[src/rtl/lsu_pkg.sv]
// Shared definitions for the load/store unit: access-size encodings and FSM states.
package lsu_pkg;

  localparam logic [2:0] F3_B  = 3'b000;
  localparam logic [2:0] F3_H  = 3'b001;
  localparam logic [2:0] F3_W  = 3'b010;
  localparam logic [2:0] F3_BU = 3'b100;
  localparam logic [2:0] F3_HU = 3'b101;

  typedef enum logic [2:0] {
    IDLE,
    LOAD,
    READ,
    WRITE,
    DONE
  } lsu_state_t;

endpackage

[src/rtl/lsu_align.sv]
// Combinational lane handling: extracts and extends load lanes, and merges
// sub-word store data into the previously read word.
module lsu_align
  import lsu_pkg::*;
(
  input  logic [2:0]  funct3,
  input  logic [1:0]  byte_off,
  input  logic [31:0] rd_word,
  input  logic [31:0] old_word,
  input  logic [31:0] wdata,
  output logic [31:0] load_data,
  output logic [31:0] store_word
);

  logic [7:0]  byte_lane;
  logic [15:0] half_lane;

  // NOTE: every always_comb output gets a default first so no path leaves it unassigned (no latch).
  always_comb begin
    byte_lane = rd_word[{byte_off, 3'b000} +: 8];
    half_lane = byte_off[1] ? rd_word[31:16] : rd_word[15:0];
    load_data = '0;
    case (funct3)
      F3_B:    load_data = {{24{byte_lane[7]}}, byte_lane};
      F3_H:    load_data = {{16{half_lane[15]}}, half_lane};
      F3_W:    load_data = rd_word;
      F3_BU:   load_data = {24'h0, byte_lane};
      F3_HU:   load_data = {16'h0, half_lane};
      default: load_data = '0;
    endcase
  end

  always_comb begin
    store_word = old_word;
    case (funct3)
      F3_B: store_word[{byte_off, 3'b000} +: 8] = wdata[7:0];
      F3_H: begin
        if (byte_off[1]) store_word[31:16] = wdata[15:0];
        else             store_word[15:0]  = wdata[15:0];
      end
      F3_W:    store_word = wdata;
      default: store_word = old_word;
    endcase
  end

endmodule

[src/rtl/load_store_unit.sv]
// Single-outstanding load/store unit with read-modify-write for byte/half
// stores against a word-wide, combinationally read data memory.
module load_store_unit
  import lsu_pkg::*;
#(
  parameter int MEM_WORDS = 1024
) (
  input  logic        clk,
  input  logic        rst,
  input  logic        req_valid,
  output logic        req_ready,
  input  logic        req_we,
  input  logic [2:0]  req_funct3,
  input  logic [31:0] req_addr,
  input  logic [31:0] req_wdata,
  output logic        resp_valid,
  output logic [31:0] resp_rdata,
  output logic        resp_err,
  output logic        mem_we,
  output logic [31:0] mem_addr,
  output logic [31:0] mem_wd,
  input  logic [31:0] mem_rd
);

  localparam logic [31:0] MEM_WORDS_U = MEM_WORDS;

  lsu_state_t  state;
  logic [2:0]  f3_q;
  logic [31:0] addr_q;
  logic [31:0] wdata_q;
  logic [31:0] old_q;
  logic        req_err;
  logic [31:0] load_data;
  logic [31:0] store_word;

  // Rejection is decided from the live request so an error skips memory entirely.
  always_comb begin
    req_err = 1'b0;
    case (req_funct3)
      F3_B:    req_err = 1'b0;
      F3_H:    req_err = req_addr[0];
      F3_W:    req_err = |req_addr[1:0];
      F3_BU:   req_err = req_we;
      F3_HU:   req_err = req_we | req_addr[0];
      default: req_err = 1'b1;
    endcase
    if ({2'b00, req_addr[31:2]} >= MEM_WORDS_U) req_err = 1'b1;
  end

  lsu_align u_align (
    .funct3     (f3_q),
    .byte_off   (addr_q[1:0]),
    .rd_word    (mem_rd),
    .old_word   (old_q),
    .wdata      (wdata_q),
    .load_data  (load_data),
    .store_word (store_word)
  );

  // NOTE: state registers use non-blocking assignments so every flop samples pre-edge values.
  always_ff @(posedge clk) begin
    if (rst) begin
      state      <= IDLE;
      req_ready  <= 1'b1;
      resp_valid <= 1'b0;
      resp_err   <= 1'b0;
      resp_rdata <= '0;
      f3_q       <= '0;
      addr_q     <= '0;
      wdata_q    <= '0;
      old_q      <= '0;
    end else begin
      resp_valid <= 1'b0;
      case (state)
        IDLE: begin
          if (req_valid) begin
            req_ready <= 1'b0;
            f3_q      <= req_funct3;
            addr_q    <= req_addr;
            wdata_q   <= req_wdata;
            if (req_err) begin
              state      <= DONE;
              resp_valid <= 1'b1;
              resp_err   <= 1'b1;
              resp_rdata <= '0;
            end else if (!req_we) begin
              state <= LOAD;
            end else if (req_funct3 == F3_W) begin
              state <= WRITE;
            end else begin
              state <= READ;
            end
          end
        end
        LOAD: begin
          state      <= DONE;
          resp_valid <= 1'b1;
          resp_err   <= 1'b0;
          resp_rdata <= load_data;
        end
        READ: begin
          old_q <= mem_rd;
          state <= WRITE;
        end
        WRITE: begin
          state      <= DONE;
          resp_valid <= 1'b1;
          resp_err   <= 1'b0;
          resp_rdata <= '0;
        end
        DONE: begin
          state     <= IDLE;
          req_ready <= 1'b1;
        end
        default: begin
          state     <= IDLE;
          req_ready <= 1'b1;
        end
      endcase
    end
  end

  // Qualifying with rst lets a reset landing on WRITE suppress the store.
  assign mem_we   = (state == WRITE) && !rst;
  assign mem_addr = (state == LOAD || state == READ || state == WRITE) ? {addr_q[31:2], 2'b00} : '0;
  assign mem_wd   = (state == WRITE) ? store_word : '0;

endmodule

[config.mk]
export PLATFORM = sky130hd
export DESIGN_NAME = load_store_unit
export DESIGN_NICKNAME = d
export VERILOG_FILES = /design/src/rtl/lsu_pkg.sv /design/src/rtl/lsu_align.sv /design/src/rtl/load_store_unit.sv
export SDC_FILE = /design/constraint.sdc
export NUM_CORES = 1
export LEC_CHECK = 0
export CAP_MARGIN = 20
export CELL_PAD_IN_SITES_DETAIL_PLACEMENT = 1
export CELL_PAD_IN_SITES_GLOBAL_PLACEMENT = 2
export CORE_MARGIN = 4
export CORE_UTILIZATION = 23
export CTS_BUF_LIST = sky130_fd_sc_hd__clkbuf_16
export CTS_CLUSTER_DIAMETER = 40
export DETAILED_ROUTE_END_ITERATION = 12
export PLACE_DENSITY = 0.79
export SYNTH_ARGS = -nofsm -noshare
export SYNTH_HDL_FRONTEND = slang
export SYNTH_SLANG_ARGS = --single-unit
[constraint.sdc]
create_clock -name clk -period 2.6 [get_ports clk]
set_input_delay 0.52 -clock clk [delete_from_list [all_inputs] [get_ports clk]]
set_output_delay 0.52 -clock clk [all_outputs]
set_load 0.05 [all_outputs]
Word level (Yosys, flattened, before mapping)
Cells that the tools add are included.
{ "word_totals": {"ff_bits": 137, "latch_bits": 0, "mem_bits_rw": 0, "romBits": 0, "input_bits": 103, "output_inout_bits": 100, "wordCells": 71, "memories": 0} }
{ "classes": {"addsub": 1, "mul": 0, "n_div": 0, "n_lt_le_gt_ge": 1, "eq_ne": 13, "shifts": 3, "mux": 26, "bitwise_logic": 2, "reduce_logical": 16} }
{ "op_table": {"columns": ["cell", "count"], "rows": [
  ["$pmux 32 s3", 2],
  ["$pmux 32 s5", 1],
  ["$mux 32", 4],
  ["$mux 16", 3],
  ["$bwmux 32", 1],
  ["$shift 8x7->32 const A", 1],
  ["$shiftx 32x6->8", 1],
  ["$shiftx 8x7->32", 1],
  ["$ge 30x11->1 const B", 1],
  ["$eq 3x2->1 const B", 4],
  ["$eq 3x3->1 const B", 4],
  ["$eq 3x1->1 const B", 3],
  ["$logic_not 3->1", 3],
  ["$pmux 3 s3", 1],
  ["$mux 1", 7],
  ["$neg 5->7", 1],
  ["$mux 3", 2],
  ["$pmux 1 s2", 3],
  ["$reduce_and 3->1", 2],
  ["$pmux 1 s5", 1],
  ["$ne 2x2->1 const B", 2],
  ["$reduce_and 2->1", 2],
  ["$reduce_or 2->1", 2],
  ["$reduce_bool 3->1", 1],
  ["other kinds (8)", 9]
]} }

Depth between registers and ports, before layout
Gate-level depths: netlist (run 1).
{ "depth": {"ltp_word": 6, "depth_mapped": 9, "mapped_depth_nobuf": 7} }

Hierarchy
Synthesis (run 1) repeated with hierarchy kept, for this count alone.
{ "unflattened": {"hier_cells": 943, "area_unflattened_um2": 7277.0} }
{ "by_module_without_submodules": {"columns": ["mod", "instances", "cells_each", "area_per_inst_um2"], "rows": [
  ["load_store_unit", 1, 694, 5551.6],
  ["lsu_align", 1, 249, 1725.4]
]} }

Worst setup path before layout (run 1)
OpenSTA, ideal clock, no wires.
{ "synth_path": {"path_type": "register to output", "from": "register addr_q[1]", "to": "output mem_wd[10]", "arrival_ps": 2737, "required_time_ps": 2080, "setup_slack_ps": -657, "stages_incl_launch_ff": 8, "path_buffers": 1, "cell_sequence": "dfxtp_1 -> inv_1 -> clkbuf_1 -> ha_1 -> nand2_1 -> nor4_1 -> a222oi_1 -> nor2_1"} }
{ "synth_via": {"elab_chain_cells": 5} }
{ "synth_rtl": {"columns": ["element", "line_no", "text"], "rows": [
  ["from (decl)", "load_store_unit.sv:29", "logic [31:0] addr_q;"],
  ["from (signal assigned)", "load_store_unit.sv:79", "addr_q <= req_addr;"],
  ["$neg 5->7", "lsu_align.sv:36", "F3_B: store_word[{byte_off, 3'b000} +: 8] = wdata[7:0];"],
  ["$shiftx 8x7->32 / $shift 8x7->32 (equally long branches)", "lsu_align.sv:36", null],
  ["$bwmux 32", "lsu_align.sv:36", null],
  ["$pmux 32 s3 (*)", "lsu_align.sv:35", "case (funct3)"],
  ["$mux 32 (*)", "load_store_unit.sv:126", "assign mem_wd = (state == WRITE) ? store_word : '0;"],
  ["to (decl)", "load_store_unit.sv:21", "output logic [31:0] mem_wd,"]
]} }
Mark *: on every way between the ends. The rest lies on a longest branch, timed or not.

Final worst setup path (run 1)
{ "layout_path": {"from": "register addr_q[0]", "to": "output mem_wd[15]"} }
{ "layout_via": {"elab_chain_cells": 5} }
{ "layout_rtl": {"columns": ["element", "line_no"], "rows": [
  ["$neg 5->7 (*)", "lsu_align.sv:36"],
  ["$shiftx 8x7->32 / $shift 8x7->32 (equally long branches)", "lsu_align.sv:36"],
  ["$bwmux 32 (*)", "lsu_align.sv:36"],
  ["$pmux 32 s3 (*)", "lsu_align.sv:35"],
  ["$mux 32 (*)", "load_store_unit.sv:126"]
]} }
Marked as above.

==> metrics.md, run 1 <==
| Metric | Value |
|---|---|
| Setup ws final | `-223.1 ps` |
| Initial Utilization | `23.38%` |
| Vias in the first global route | `7,229` |
| H-tree depth | `4` |
| Main combinational cell family by area after synthesis | `compound AO/OA/AOI/OAI gates` |
| Worst path max stage delay | `440 ps` |
| Sequential Power Share | `40.3%` |
| Mapped Cells | `859` |
| Actual slew at the worst max-slew pin | `653.9 ps` |
| Critical path type | `reg2out` |
| First-pass GRT wire length | `41.08 mm` |
| Layout Utilization | `40.18%` |
| Post-synth EDFFs | `0` |
| Mapped Avg Cell Area | `7.583 sq um` |
| Top cell by count, worst path | `buf_6` |
| Ys flop type | `dfxtp_1` |
| Yosys Warn Count | `0` |
| Crit. End Element | `primary output` |
| Sequential area share after synthesis | `42.11%` |
| Violated checks | `negative setup slack` |
| Max_slew headroom | `56.21%` |
| Antenna Cells | `0` |
| FF+latch area | `2753 sq um` |
| Routed wl met2 | `13.96 mm` |
| Vias per std cell | `4.784` |
| Total of max-cap violations | `0` |
| Crit path max fanout | `8` |
| Root Driver | `clkbuf_16` |
| First-pass DRT Iterations | `5` |
| Final net count | `1,187` |
| TritonCTS clock tree | `done` |
| Post-route ant nets | `0` |
| Period Utilization, post-route | `108.6%` |
| Slew Viols, Final | `0` |
| Clk pwr share | `45.2%` |
| DR WL met3 | `1.495 mm` |
| Sw Pwr | `1492 uW` |
| Fmax | `354.2 MHz` |
| Combinational power share | `14.5%` |
| Status | `finished, violations left` |
| CORE AREA | `27,860 sq um` |
| Synth area leaders | `dfxtp_1 (42%), nand2_1 (13%), a21oi_1 (9.8%), a22oi_1 (4.4%), clkbuf_1 (3.4%)` |
| Leakage | `0.004109 uW` |
| Synth Area in Adders | `0.9604%` |
| Setup Viol. Count Final | `31` |
| VDD IR-drop max | `0.3195 mV` |
| Initial antenna violation count | `0` |
| Yosys cell types | `54` |
| Clock Tree Buf Depth | `2` |
| Post-Synth Simple-Gate Area | `24.03%` |
| Die W | `176.3 um` |
| Io pins | `203` |
| # rows | `61` |
| Required time of the critical path | `2080 ps` |
| Area share of xor/xnor cells in the synthesized design | `0%` |
| Gp weighted congestion | `0.8058` |
| RSZ-0062 raised after global routing | `yes` |
| DR DRC count | `0` |
| Synth Area in Compound Gates | `26.30%` |
| Area leader, netlist | `dfxtp_1` |
| Count leader, synth | `nand2_1` |
| Total GRT Usage | `16.94%` |
| Hold Crit Class | `in2reg` |
| Post-synth top area share | `42.11%` |
| Post-synthesis mux area share | `1.402%` |
| Latest clock arrival within the worst-skew pair | `430 ps` |
| Die height | `176.3 um` |
| #FFs+latches synth | `137` |
| Slowest cell on crit path | `a222oi_1` |
| Int Power | `4040 uW` |
| Total chip power | `5532 uW` |
| Crit start category | `flop` |
| DP HPWL | `20.29 mm` |
| GRT overflow | `0` |
| Sw frac | `26.97%` |
| Asr flop ratio synth | `0%` |
| Tmin final | `2823 ps` |
| Wire per inst | `18.91 um` |
| Layout area overhead | `71.82%` |
| CTS clk-pin slew, worst paths | `60 ps` |
| Top layer in use | `met4` |
| Critical path arrival | `2300 ps` |
| Cts bufs inserted | `17` |
| Clk_skew | `9.851 ps` |
| Clock sinks | `137` |
| Share of cells above drive strength 1 | `25.55%` |
| Routed vias | `7,033` |
| Initial DRC count | `417` |
| Fillcell total | `3,182` |
| Cell family with most CP delay | `buffers and inverters` |
| Multi-input combinational cell area | `4003 sq um` |
| Pwr Density | `494.3 nW/um^2` |
| Most frequent cells after synthesis | `nand2_1 (228), dfxtp_1 (137), a21oi_1 (128)` |
| IO buf count | `200` |
| Placed Area | `9980 sq um` |
| CP Buf/Inv Count | `5` |
| Post-Layout Inst Area | `11,190 sq um` |
| Wire length on met1 | `12.05 mm` |
| Largest net degree at the start of global routing | `61` |
| Final Hold Fails | `0` |
| Final wirelength | `27.80 mm` |
| Post-Syn Area | `6514 sq um` |
| Post-route setup TNS | `-3619 ps` |
| DIE AREA | `31,080 sq um` |
| Crit path cell chain | `inv_4 > ha_4 > buf_6 > nand2_4 > nor4_4 > buf_6 > a222oi_1 > buf_4 > nor2_4 > buf_12` |
timing repair:
item	in CTS	in global routing
cloned	0	2
buffers inserted	5	17
gates resized for setup	36	62
pin swaps	9	47
setup endpoints to repair	32	32
hold buffers	0	0
stage by stage:
stage          std cells  setup WS [ps]  hold WS, ps
6_report            1470         -223.1        368.4
3_5_place_dp        1422         -267.9        442.2
3_3_place_gp        1422         -245.9        435.6
2_1_floorplan        860          4.278        431.7
5_1_grt             1470         -310.3        354.1
4_1_cts             1458         -197.5        347.4
flip-flops by register name, summed over array words and instances (netlist names):
name	count
resp_rdata	32
f3_q	3
resp_err	1
wdata_q	32
req_ready	1
state	3
old_q	32
addr_q	32
resp_valid	1
path summary, 6_finish.rpt:
kind / end / cells past startpoint / from / slack, ps
hold reg to reg: addr_q[9]$_SDFFE_PP0P_ / 2 / addr_q[9]$_SDFFE_PP0P_ / 450
setup / recovery: mem_wd[15] / 10 / addr_q[0]$_SDFFE_PP0P_ / -220
hold / removal: old_q[2]$_SDFFE_PP0P_ / 2 / rst / 370
setup reg to reg: resp_rdata[4]$_SDFFE_PP0P_ / 8 / addr_q[0]$_SDFFE_PP0P_ / 530
power by group through the flow:
stage / registers [uW] / clock network (uW) / logic [uW]
3_5_place_dp: 2270 / 0 / 672
6_report: 2230 / 2500 / 803
5_1_grt: 2230 / 2650 / 865
4_1_cts: 2220 / 2550 / 704
2_1_floorplan: 2250 / 0 / 324
3_3_place_gp: 2270 / 0 / 664
cell type report:
class | count | area share (%)
clock buffers | 17 | 3.801
multi-input cells | 640 | 35.76
clock inverters | 15 | 1.565
inverters | 13 | 0.5031
repair buffers | 270 | 29.55
flip-flops and latches | 137 | 24.59
well taps | 378 | 4.226
kinds of logic after synthesis:
family	after synthesis
and+or+nand+nor	362
AOI/OAI and AO/OA	262
DFF	137
buffers and inverters	83
muxes	9
adders and majority gates	5
other	1
cell usage in the layout, fill, tap and decap left out, types with 3 or more instances in the layout:
| cell | count |
|---|---|
| a21o_1 | 10 |
| a21o_2 | 14 |
| nand2b_1 | 4 |
| a22o_1 | 11 |
| a22oi_1 | 25 |
| a21oi_1 | 126 |
| buf_4 | 53 |
| bufinv_16 | 3 |
| clkinv_4 | 4 |
| inv_6 | 3 |
| nor2_1 | 24 |
| o22ai_1 | 7 |
| o21ai_0 | 10 |
| and2_1 | 32 |
| nor4_1 | 9 |
| mux2i_1 | 8 |
| a221oi_4 | 4 |
| nor2b_1 | 4 |
| nor2_2 | 20 |
| inv_1 | 12 |
| nor3_1 | 3 |
| a221oi_2 | 10 |
| dfxtp_1 | 133 |
| nand2_1 | 225 |
| a22oi_2 | 13 |
| clkbuf_16 | 19 |
| buf_12 | 69 |
| buf_6 | 9 |
| nor2_4 | 15 |
| clkdlybuf4s50_1 | 136 |
| a222oi_1 | 8 |
| ha_4 | 4 |
| a31oi_1 | 3 |
routing by layer:
layer / global-route usage [%] / up-vias
li1: - / 3409
met1: 21.21 / 3435
met2: 29.54 / 167
met3: 4.090 / 22
met4: 3.834 / 0
met5: 0 / -
Note: power is estimated with default switching activity, not from simulation.
==> inputs of run 2 (changes only) <==
- ABC_AREA: default -> 1
- CORE_UTILIZATION: 23 -> 22
- PLACE_DENSITY: 0.79 -> 0.78
==> run 2 against run 1 <==
Against the previous run: the flow still finishes with violations (negative setup slack); global-route usage increased by 0.12 points; die area is 13% higher; clock skew up 2.0 ps.
==> metrics.md, run 2 <==
| Metric | Value |
|---|---|
| Post-synth top area share | `38.82% (-3.3 points)` |
| Vias in the first global route | `8,430 (+17%)` |
| DP HPWL | `23.11 mm (+14%)` |
| VDD IR-drop max | `0.2856 mV (-11%)` |
| Yosys cell types | `27 (-50%)` |
| Setup ws final | `-65.20 ps (+157.9 ps)` |
| Hold wc startpoint | `addr_q[14]$_SDFFE_PP0P_` |
| Worst R2R Start | `f3_q[0]$_SDFFE_PP0P_` |
| #FFs+latches synth | `137 (unchanged)` |
| Total stage count of the critical path | `8 (-2)` |
| Post-Layout Inst Area | `10,990 sq um (-1.8%)` |
| Total GRT Usage | `17.06% (+0.12 points)` |
| Cts bufs inserted | `17 (unchanged)` |
| Slew Viols, Final | `0 (unchanged)` |
| Required time of the critical path | `2080 ps (about the same)` |
| Clk_skew | `11.85 ps (+2.002 ps)` |
| Crit. End Element | `primary output` |
| Actual slew at the worst max-slew pin | `763.9 ps (+109.9 ps)` |
| Final wirelength | `31.00 mm (+12%)` |
| Pwr Density | `515.8 nW/um^2 (+4.4%)` |
| Total chip power | `5671 uW (+2.5%)` |
| CORE AREA | `31,640 sq um (+14%)` |
| Placed Cells | `1,665 (+17%)` |
| Setup Viol. Count Final | `11 (-65%)` |
| Post-route ant nets | `0 (unchanged)` |
| First-pass GRT wire length | `47.97 mm (+17%)` |
| Mapped Cells | `1,094 (+27%)` |
| Violated checks | `negative setup slack` |
| Max_slew headroom | `49.02% (-7.2 points)` |
| Count leader, synth | `nand2_1` |
| Yosys Warn Count | `0 (unchanged)` |
| Clock Tree Buf Depth | `2 (unchanged)` |
| Initial DRC count | `440 (+5.5%)` |
| Routed wl met2 | `15.42 mm (+10%)` |
| Final net count | `1,405 (+18%)` |
| Sequential area share after synthesis | `38.82% (-3.3 points)` |
| DIE AREA | `35,050 sq um (+13%)` |
| Tmin final | `2665 ps (-157.9 ps)` |
| Layout area overhead | `55.60%` |
| Post-synth EDFFs | `0 (unchanged)` |
| Most frequent cells after synthesis | `nand2_1 (192), o21ai_0 (160), a21oi_1 (151)` |
| Reg2reg end | `resp_rdata[13]$_SDFFE_PP0P_` |
| Worst path max stage delay | `370 ps (-70 ps)` |
| # rows | `65 (+6.6%)` |
| Mapped Avg Cell Area | `6.458 sq um (-15%)` |
| Non-Filler Instances | `1,712 (+16%)` |
| TritonCTS clock tree | `done` |
| Routed vias | `8,053 (+15%)` |
| GRT overflow | `0 (unchanged)` |
| Pre-CTS setup slack | `48.58 ps (+316.5 ps)` |
| DR WL met3 | `1.077 mm (-28%)` |
| Reg2reg setup slack | `570 ps (+40 ps)` |
| Fmax | `375.2 MHz (+5.9%)` |
| Clock sinks | `137 (unchanged)` |
| Vias per std cell | `4.704 (-1.7%)` |
| Crit path max fanout | `8 (unchanged)` |
| Initial antenna violation count | `0 (unchanged)` |
| Wire per inst | `18.11 um (-4.2%)` |
| Die W | `187.2 um (+6.2%)` |
| Io pins | `203 (unchanged)` |
| Final Hold Fails | `0 (unchanged)` |
| Cell family with most CP delay | `compound AO/OA/AOI/OAI gates` |
| Hold Path Stages | `2 (unchanged)` |
| Wire length on met1 | `14.09 mm (+17%)` |
| Hold EP | `addr_q[14]$_SDFFE_PP0P_` |
| Fillcell total | `3,828 (+20%)` |
| Crit start category | `flop` |
| Die height | `187.2 um (+6.2%)` |
| Asr flop ratio synth | `0% (unchanged)` |
| Most common cell after layout, fill and taps aside | `nand2_1` |
| Share of cells above drive strength 1 | `18.78% (-6.8 points)` |
| Leakage | `0.004378 uW (+6.5%)` |
| Critical path type | `reg2out` |
| Post-Syn Area | `7066 sq um (+8.5%)` |
| Synth area leaders | `dfxtp_1 (39%), o21ai_0 (11%), a21oi_1 (11%), nand2_1 (10%), inv_1 (7.1%)` |
| IO buf count | `200 (unchanged)` |
| Gp weighted congestion | `0.8309 (+3.1%)` |
| CP Buf/Inv Count | `3 (-2)` |
| Status | `finished, violations left` |
| Most frequent cells in the layout | `nand2_1 (165), clkdlybuf4s50_1 (137), a21oi_1 (135)` |
| Top layer in use | `met4` |
| Area leader, netlist | `dfxtp_1` |
| Antenna Cells | `0 (unchanged)` |
| Latest clock arrival within the worst-skew pair | `430 ps (about the same)` |
| Total of max-cap violations | `0 (unchanged)` |
| Placed Area | `9973 sq um (about the same)` |
| RSZ-0062 raised after global routing | `yes` |
| Largest net degree at the start of global routing | `103 (+69%)` |
| Period Utilization, post-route | `102.5% (-6.1 points)` |
| Slowest cell on crit path | `dfxtp_4` |
| CTS clk-pin slew, worst paths | `70 ps (about the same)` |
| Root Driver | `clkbuf_16` |
| First-pass DRT Iterations | `5 (unchanged)` |
| Ys flop type | `dfxtp_1` |
| Initial Utilization | `22.33% (-1.0 points)` |
| Hold Crit Class | `reg2reg` |
| DR DRC count | `0 (unchanged)` |
| Crit path cell chain | `inv_6 > ha_4 > nand2_4 > o41ai_4 > buf_6 > nand2_2 > a21oi_4 > buf_12` |
| H-tree depth | `4 (unchanged)` |
| Critical path arrival | `2150 ps (-150 ps)` |
| Worst Reg-to-Reg Cells | `11 (+3)` |
run 2: cell count changes after synthesis, sizes merged, moves of 15 or more:
cell,delta
a21o,-26
a21oi,+23
a221oi,-15
a22oi,-38
and2,-34
buf,+20
clkbuf,-17
inv,+126
nand2,-34
nand3,+51
nor2,+72
o21ai,+150
run 2: cell type report:
class	instances	area, sq um	share of cell area (%)
sequential	137	2756	25.07
clock buffer	17	425.4	3.869
multi-input combinational	744	3862	35.13
tap	402	503.0	4.575
inverter	141	550.5	5.007
timing repair buffer	256	2765	25.15
clock inverter	15	131.4	1.195
run 2: cell families after synthesis:
group,Yosys count,share of synthesized area (%)
fa+ha+maj,5,0.8854
buf+inv,214,12.17
other cells,1,0.05307
simple gates,390,22.22
flops,137,38.82
compound gates,347,25.85
run 2: repair_timing:
item,4_1_cts,5_1_grt
gates cloned,0,0
setup endpoints to repair,32,33
setup buffers,6,10
resized for setup,61,77
hold buffers,0,0
pin swaps,14,34
run 2: worst max-delay path by stage:
| stage | startpoint | endpoint | slack [ps] |
|---|---|---|---|
| 2_1_floorplan | addr_q[1]$_SDFFE_PP0P_ | mem_wd[10] | 20 |
| 3_3_place_gp | addr_q[1]$_SDFFE_PP0P_ | mem_wd[18] | 70 |
| 3_5_place_dp | addr_q[1]$_SDFFE_PP0P_ | mem_wd[19] | 50 |
| 4_1_cts | addr_q[1]$_SDFFE_PP0P_ | mem_wd[5] | -40 |
| 5_1_grt | addr_q[0]$_SDFFE_PP0P_ | mem_wd[21] | -180 |
| 6_report | addr_q[0]$_SDFFE_PP0P_ | mem_wd[1] | -70 |
run 2: per-stage QoR:
step	util, %	hold slack, ps	setup TNS, ps
after floorplan	-	424.5	0
after global placement	31.52	439.3	0
after detailed placement	31.52	447.1	0
after CTS	33.99	457.9	-266.1
after global routing	34.75	471.3	-2721
final	34.75	455.1	-426.0
run 2: per-layer routing:
metal / vias to the layer above / track usage (%)
met3: 26 / 3.434
met1: 3932 / 21.83
li1: 3952 / -
met4: 0 / 3.697
met2: 143 / 29.76
met5: - / 0
run 2: power by group:
group | switching (uW) | total (uW) | internal (uW)
Sequential | 49.7 | 2230 | 2190
Combinational | 643 | 1070 | 428
Clock | 1050 | 2370 | 1310
Total | 1740 | 5670 | 3930
run 2: tightest hold or removal path, stage by stage, from the launching register on:
cell     delay [ps]
dfxtp_1         300
inv_1            60
a21oi_1          50
